===== src/rtl/memory_bus_interface_pkg.sv =====
// Shared encodings for the external memory bus interface:
// FSM states and byte-enable codes.
package memory_bus_interface_pkg;

  typedef enum logic [1:0] {
    MBI_IDLE,
    MBI_ACCESS,
    MBI_WAIT,
    MBI_COMPLETE
  } mbi_state_e;

  localparam logic [1:0] BE_WORD = 2'b11;
  localparam logic [1:0] BE_HIGH = 2'b10;
  localparam logic [1:0] BE_LOW  = 2'b01;

endpackage


===== src/rtl/byte_lane_steer.sv =====
// Byte-lane steering for a 16-bit memory: byte enables,
// write-data replication and read-lane extraction.
module byte_lane_steer
  import memory_bus_interface_pkg::*;
(
  input  logic        bytex,
  input  logic        high_bytex,
  input  logic [15:0] wdata,
  input  logic [15:0] mem_rdata,
  output logic [1:0]  be,
  output logic [15:0] mem_wdata,
  output logic [15:0] rdata
);

  always_comb begin
    be        = BE_WORD;
    mem_wdata = wdata;
    rdata     = mem_rdata;
    if (bytex) begin
      be        = high_bytex ? BE_HIGH : BE_LOW;
      mem_wdata = {wdata[7:0], wdata[7:0]};
      rdata     = {8'h00, high_bytex ? mem_rdata[15:8]
                                     : mem_rdata[7:0]};
    end
  end

endmodule


===== src/rtl/memory_bus_interface.sv =====
// Single-request external memory cycle engine with
// programmable wait states and a DONE handshake.
module memory_bus_interface
  import memory_bus_interface_pkg::*;
#(
  parameter int WAIT_STATES = 1,
  parameter int CW          = 4
) (
  input  logic        CLK,
  input  logic        RESET,
  input  logic [15:0] ADDR,
  input  logic        BYTEX,
  input  logic        HIGH_BYTEX,
  input  logic [15:0] WDATA_CORE,
  input  logic        RD_REQ,
  input  logic        WR_REQ,
  output logic [15:0] RDATA_CORE,
  output logic        BUSY,
  output logic        DONE,
  output logic        ERR,
  output logic [14:0] MEM_ADDR,
  output logic [15:0] MEM_WDATA,
  input  logic [15:0] MEM_RDATA,
  output logic        MEM_CE,
  output logic        MEM_OE,
  output logic        MEM_WE,
  output logic [1:0]  MEM_BE
);

  if (WAIT_STATES < 0 || WAIT_STATES >= (1 << CW)) begin : g_ws_chk
    $error("WAIT_STATES does not fit the wait counter");
  end

  mbi_state_e    state, state_n;
  logic [CW-1:0] cnt, cnt_n;
  logic          op_we, op_we_n;
  logic          op_byte, op_high;
  logic          req, accept, err_n, strobe_n;
  logic          use_req, st_byte, st_high;
  logic [1:0]    st_be;
  logic [15:0]   st_wdata, st_rdata;

  assign req = RD_REQ | WR_REQ;

  // Steer from the live request when accepting, else from the
  // latched attributes (read extraction on the way to COMPLETE).
  always_comb begin
    use_req = (state == MBI_IDLE) || (state == MBI_COMPLETE);
    st_byte = use_req ? BYTEX : op_byte;
    st_high = use_req ? HIGH_BYTEX : op_high;
  end

  byte_lane_steer u_steer (
    .bytex      (st_byte),
    .high_bytex (st_high),
    .wdata      (WDATA_CORE),
    .mem_rdata  (MEM_RDATA),
    .be         (st_be),
    .mem_wdata  (st_wdata),
    .rdata      (st_rdata)
  );

  always_comb begin
    state_n = state;
    cnt_n   = cnt;
    accept  = 1'b0;
    err_n   = 1'b0;
    unique case (state)
      MBI_IDLE: begin
        if (req) begin
          accept  = 1'b1;
          state_n = MBI_ACCESS;
        end
      end
      MBI_ACCESS, MBI_WAIT: begin
        err_n = req;
        if (cnt == '0) begin
          state_n = MBI_COMPLETE;
        end else begin
          state_n = MBI_WAIT;
          cnt_n   = cnt - 1'b1;
        end
      end
      MBI_COMPLETE: begin
        if (req) begin
          accept  = 1'b1;
          state_n = MBI_ACCESS;
        end else begin
          state_n = MBI_IDLE;
        end
      end
    endcase
    if (accept) begin
      cnt_n = CW'(WAIT_STATES);
      err_n = (RD_REQ & WR_REQ) | (~BYTEX & ADDR[0]);
    end
    op_we_n  = accept ? WR_REQ : op_we;
    strobe_n = (state_n == MBI_ACCESS) || (state_n == MBI_WAIT);
  end

  always_ff @(posedge CLK or posedge RESET) begin
    if (RESET) begin
      state      <= MBI_IDLE;
      cnt        <= '0;
      op_we      <= 1'b0;
      op_byte    <= 1'b0;
      op_high    <= 1'b0;
      RDATA_CORE <= '0;
      BUSY       <= 1'b0;
      DONE       <= 1'b0;
      ERR        <= 1'b0;
      MEM_ADDR   <= '0;
      MEM_WDATA  <= '0;
      MEM_CE     <= 1'b0;
      MEM_OE     <= 1'b0;
      MEM_WE     <= 1'b0;
      MEM_BE     <= '0;
    end else begin
      state  <= state_n;
      cnt    <= cnt_n;
      op_we  <= op_we_n;
      BUSY   <= strobe_n;
      MEM_CE <= strobe_n;
      MEM_OE <= strobe_n & ~op_we_n;
      MEM_WE <= strobe_n & op_we_n;
      DONE   <= (state_n == MBI_COMPLETE);
      ERR    <= err_n;
      if (accept) begin
        op_byte   <= BYTEX;
        op_high   <= HIGH_BYTEX;
        MEM_ADDR  <= ADDR[15:1];
        MEM_BE    <= st_be;
        MEM_WDATA <= st_wdata;
      end
      if (state_n == MBI_COMPLETE && !op_we) begin
        RDATA_CORE <= st_rdata;
      end
    end
  end

endmodule


===== config.mk =====
export PLATFORM = sky130hd
export DESIGN_NAME = memory_bus_interface
export DESIGN_NICKNAME = d
export VERILOG_FILES = /design/src/rtl/memory_bus_interface_pkg.sv /design/src/rtl/byte_lane_steer.sv /design/src/rtl/memory_bus_interface.sv
export SDC_FILE = /design/constraint.sdc
export NUM_CORES = 1
export LEC_CHECK = 0
export CAP_MARGIN = 20
export CORE_MARGIN = 1
export CORE_UTILIZATION = 43
export DETAILED_ROUTE_END_ITERATION = 10
export PLACE_DENSITY_LB_ADDON = 0.3
export SLEW_MARGIN = 40
export SYNTH_ARGS = -nofsm -noshare
export SYNTH_HDL_FRONTEND = slang
export SYNTH_SLANG_ARGS = --single-unit

===== constraint.sdc =====
create_clock -name CLK -period 3.6 [get_ports CLK]
set_input_delay 0.72 -clock CLK [delete_from_list [all_inputs] [get_ports CLK]]
set_output_delay 0.72 -clock CLK [all_outputs]
set_load 0.01 [all_outputs]

# After elaboration in Yosys (flattened, before gate mapping)
# Cells that the tools add are included.
# totals
word_cells	59
regBits	63
inputBits	54
output_inout_bits	55
# op_classes
n_reduce_logical	10
eq_ne	7
bitwise	8
muxes	19
addsub	1
# op_table
op	count
16-bit two-way mux	2
4-bit two-way mux	3
1-bit two-way mux	9
2-bit == test, second input constant	4
8-bit two-way mux	1
2-bit two-way mux	3
2-bit one-hot mux with 3 select lines	1
1-bit bitwise AND	4
2-bit by 1-bit == test with 1-bit output, second input constant	2
4-bit logical NOT	1
2-bit OR reduction	2
4-bit by 1-bit subtractor with 4-bit output, second input constant	1
2-bit logical NOT	1
1-bit logical OR	2
2-bit inequality test, second input constant	1
1-bit NOT	2
1-bit bitwise OR	2
2-bit AND reduction	1
2-bit nonzero test	1
1-bit logical AND	1
1-bit logical NOT	1

# Logic depth before layout (Yosys ltp)
# depth
depth_word	6
depth_mapped	11
mapped_depth_nobuf	9

# Hierarchy
# A second synthesis with hierarchy kept.
# hier_totals
hier_cells	200
hier_area_um2	2864.0
# modules_own_cells
module	area_per_inst_um2	seq_area_each_um2	cells_each	instances
memory_bus_interface	2491.1	1576.5	164	1
byte_lane_steer	372.9	0.0	36	1

# Worst setup path before layout
# OpenSTA, ideal clock, no wires.
# synth_timing
kind	reg2reg
startpoint	register state[0]
endpoint	register RDATA_CORE[0]
synth_period_minus_slack_ns	2.545
path_stages_with_launch	12
path_slack_ns	1.055
setup_time_ns	0.082
arrival_time_ns	2.463
path_buffers	3
required_ns	3.518
cell_sequence	dfrtp_1 > inv_1 > ha_1 > buf_2 > or4b_1 > nand3_1 > ha_1 > nor2b_1 > clkbuf_1 > clkbuf_1 > nor2_1 > a31oi_1
# synth_via
elab_chain_len	5
elab_cells_between_ends	14
cone_classes	4 x eq/ne; 6 x mux; 4 x reduce/logical
# synth_rtl
item	line_no	rtl
start, declared	memory_bus_interface.sv:34	mbi_state_e state, state_n;
start signal, assigned	memory_bus_interface.sv:119	state <= state_n;
2-bit by 1-bit == test with 1-bit output or 2-bit == test (tied branches)	memory_bus_interface.sv:68	unique case (state)
2-bit OR reduction	memory_bus_interface.sv:68	
2-bit one-hot mux with 3 select lines (*)	memory_bus_interface.sv:68	
net state_n[1]	memory_bus_interface.sv:34	
2-bit == test (*)	memory_bus_interface.sv:135	if (state_n == MBI_COMPLETE && !op_we) begin
1-bit logical AND (*)	memory_bus_interface.sv:135	
end signal, assigned	memory_bus_interface.sv:136	RDATA_CORE <= st_rdata;
end, declared	memory_bus_interface.sv:17	output logic [15:0] RDATA_CORE,
# Mark *: on every way through the listed nets, which the timed path passes. The rest lies on a longest branch.
# A chain may end at the register's enable or synchronous reset.

# Worst setup path after layout
# layout_timing
startpoint	register state[0]
endpoint	register RDATA_CORE[6]
# Same word-level chain as after synthesis.

==> flow_metrics.env <==
export IMPL_status="finished, final reports clean"
export IMPL_initialDrtViolationCount=110
export IMPL_cts_root_buf="clkbuf_8"
export IMPL_yosys_most_used_dff="dfrtp_1"
export IMPL_antenna_found_initial=0
export IMPL_fp_dieW_um=81.28
export IMPL_final_util_pct=67.50
export IMPL_hold_buffers=0
export IMPL_postCtsResizedCells=0
export IMPL_clk_pin_slew_ns=0.07
export IMPL_crit_end="RDATA_CORE[6]$_DFFE_PP0P_"
export IMPL_seq_area_frac_synth_pct=58.33
export IMPL_cts_tree="yes"
export IMPL_rsz0062_at_grt="no"
export IMPL_hold_viol=0
export IMPL_seq_area_um2=1577
export IMPL_fin_nets=402
export IMPL_slowest_delay_ns=0.61
export IMPL_crit_required_ns=3.85
export IMPL_synth_area_top_cells="dfrtp_1 (58%), mux2_2 (9.6%), nand2_1 (4.3%), mux2i_1 (3.7%), nand3_1 (3.3%)"
export IMPL_postRouteWirelength_um=6192
export IMPL_syn_avg_cell_area_um2=11.50
export IMPL_tns_ns=0
export IMPL_worst_pin_slew_ns=0.7689
export IMPL_vdd_ir_drop_worst_mv=0.5464
export IMPL_fin_area_um2=4044
export IMPL_dieArea_um2=6606
export IMPL_worstPathCellList="inv_1 > ha_1 > or4b_1 > nand3_1 > ha_1 > nor2b_1 > buf_4 > nor2_1 > a31oi_1"
export IMPL_dpl_hpwl_um=4329
export IMPL_ant_nets=0
export IMPL_core_um2=5991
export IMPL_startpoint_type="flop"
export IMPL_fin_worst_skew_ns=0.004101
export IMPL_diodes=0
export IMPL_synth_top_area_share_pct=58.33
export IMPL_area_growth_pct=49.63
export IMPL_gr_total_overflow=0
export IMPL_clockBufferDepth=2
export IMPL_syn_num_nets=293
export IMPL_die_h_um=81.28
export IMPL_placementRows=28
export IMPL_dr_pass1_iters=4
export IMPL_clkSinkCount=63
export IMPL_grt_usage_pct=20.10
export IMPL_fin_crit_sh_pct=71.56
export IMPL_initial_core_util_pct=45.11
export IMPL_maxSlewViolCount=0
export IMPL_num_vias=2177
export IMPL_cts_htree_levels=3
export IMPL_cp_data_arrival_time_ns=2.83
export IMPL_io_pins=109
export IMPL_min_period_ns=2.576
export IMPL_clock_latency_ns=0.34
export IMPL_synth_cell_type_count=31
export IMPL_setup_viol=0
export IMPL_max_cap_viol_count=0
export IMPL_ys_top_cells_by_count="dfrtp_1 (63), nand2_1 (31), mux2_2 (23)"
export IMPL_min_path_type="reg2reg"
export IMPL_yosysTopAreaCell="dfrtp_1"
export IMPL_first_global_vias=2128
export IMPL_io_buffers=108
export IMPL_grt_pass1_wl_um=9722
export IMPL_synth_top_family_by_area="multiplexers"
export IMPL_dpl_instance_area_um2=3835
export IMPL_leakagePower_nw=1.777
export IMPL_gp_congestion=0.7473
export IMPL_fmax_mhz=388.2
export IMPL_startpoint="state[0]$_DFF_PP0_"
export IMPL_ff2ff_path_depth=9
export IMPL_wl_per_cell_um=14.60
export IMPL_crit_type="reg2reg"
export IMPL_synthArstFlopShare_pct=100.0
export IMPL_synth_simple_area_share_pct=13.75
export IMPL_synth_compound_area_share_pct=7.222
export IMPL_crit_path_end_kind="flop"
export IMPL_grt_max_degree=49
export IMPL_p_per_area_nw_per_um2=970.7
export IMPL_synthMuxAreaShare_pct=14.95
export IMPL_avgViaCountPerCell=5.134
export IMPL_netlist_instances=235
export IMPL_synth_fa_ha_area_share_pct=1.852
export IMPL_cts_buffers=9
export IMPL_crit_top_cell="ha_1"
export IMPL_drcViolationCount=0
export IMPL_post_cts_setup_buffer_count=0
export IMPL_worstPathMaxFanout=24
export IMPL_relSlewSlack_pct=47.65
export IMPL_yosysMostFrequentCell="dfrtp_1"
export IMPL_r2r_end="RDATA_CORE[6]$_DFFE_PP0P_"
export IMPL_drive_gt1_share_pct=13.47
export IMPL_fillers=456
export IMPL_slowest_stage="ha_1"
export IMPL_r2r_slack_ns=1.02
export IMPL_ys_seq_elements=63
export IMPL_synth_area_um2=2703
export IMPL_yosys_warnings=0
export IMPL_synth_xor_area_share_pct=0
export IMPL_synth_edf_count=0
export IMPL_multi_input_area_um2=1028
export IMPL_r2r_start="state[0]$_DFF_PP0_"
==> metrics by stage <==
stage	power, W	instances	hold WS, ns	worst slack [ns]
2_1_floorplan	0.002488	235	0.4852	1.055
3_3_place_gp	0.003249	408	0.4498	1.180
3_5_place_dp	0.003315	408	0.4568	1.118
4_1_cts	0.003974	424	0.4713	1.026
5_1_grt	0.004212	424	0.4998	0.8122
6_report	0.003925	424	0.4654	1.024
==> worst min path at each step <==
stage | start | cells past startpoint | end
floorplan | op_we$_DFF_PP0_ | 2 | op_we$_DFF_PP0_
global placement | RDATA_CORE[13]$_DFFE_PP0P_ | 2 | RDATA_CORE[13]$_DFFE_PP0P_
detailed placement | RDATA_CORE[15]$_DFFE_PP0P_ | 2 | RDATA_CORE[15]$_DFFE_PP0P_
CTS | RDATA_CORE[15]$_DFFE_PP0P_ | 2 | RDATA_CORE[15]$_DFFE_PP0P_
global route | RDATA_CORE[14]$_DFFE_PP0P_ | 2 | RDATA_CORE[14]$_DFFE_PP0P_
finish | RDATA_CORE[15]$_DFFE_PP0P_ | 2 | RDATA_CORE[15]$_DFFE_PP0P_
==> cells by family after synthesis <==
| kind of cell | count (synthesis) |
|---|---|
| AO/OA/AOI/OAI | 35 |
| adder cells (fa/ha/maj) | 4 |
| buffers and inverters | 20 |
| flip-flops | 63 |
| multiplexers | 36 |
| AND/OR/NAND/NOR | 77 |
==> area by class of cell <==
cell class | instances | share of cell area, %
flip-flops and latches | 63 | 38.99
repair buffers | 112 | 27.48
multi-input cells | 152 | 25.43
clock buffers | 13 | 4.177
well taps | 75 | 2.321
clock inverters | 3 | 0.9901
inverters | 6 | 0.6188
==> power by group <==
part	internal (W)	total [W]	switching, W
Clock	0.000374	0.000640	0.000265
Combinational	0.00111	0.00203	0.000921
Sequential	0.00107	0.00126	0.000188
Total	0.00255	0.00393	0.00137
==> flip-flops by register name, summed over array words and instances, names as in the netlist, 2 cells and up <==
| register | flops |
|---|---|
| MEM_WDATA | 16 |
| RDATA_CORE | 16 |
| MEM_ADDR | 15 |
| cnt | 4 |
| MEM_BE | 2 |
| state | 2 |
==> critical path: cells and delay by family (launching register included) <==
kind            cells  cell delay [ns]
simple gates        4             0.80
buf+inv             2             0.32
compound gates      1             0.16
flops               1             0.39
fa+ha+maj           2             0.82
==> per-layer routing <==
| layer | vias to the layer above | GRT usage, % | wire, um |
|---|---|---|---|
| li1 | 1024 | - | - |
| met1 | 1038 | 23.47 | 2527 |
| met2 | 104 | 30.92 | 2805 |
| met3 | 11 | 8.427 | 742 |
| met4 | 0 | 11.43 | 116 |
| met5 | - | 0 | 0 |
==> placed cells by master, fill, tap and decap left out, types with 3 or more instances in the layout <==
master | synthesis | routed
a31oi_1 | 8 | 8
nor2b_1 | 4 | 4
clkdlybuf4s50_1 | 0 | 108
dfrtp_1 | 63 | 63
inv_1 | 6 | 5
buf_4 | 2 | 4
o21ai_0 | 12 | 12
mux2_2 | 23 | 23
mux2i_1 | 10 | 10
clkbuf_8 | 0 | 12
nor2_1 | 13 | 13
nand2b_1 | 4 | 4
ha_1 | 4 | 4
nand2_1 | 31 | 31
a21oi_1 | 3 | 3
nand3_1 | 18 | 18
o21ai_1 | 9 | 9
Note: power is estimated with default switching activity, not from simulation.
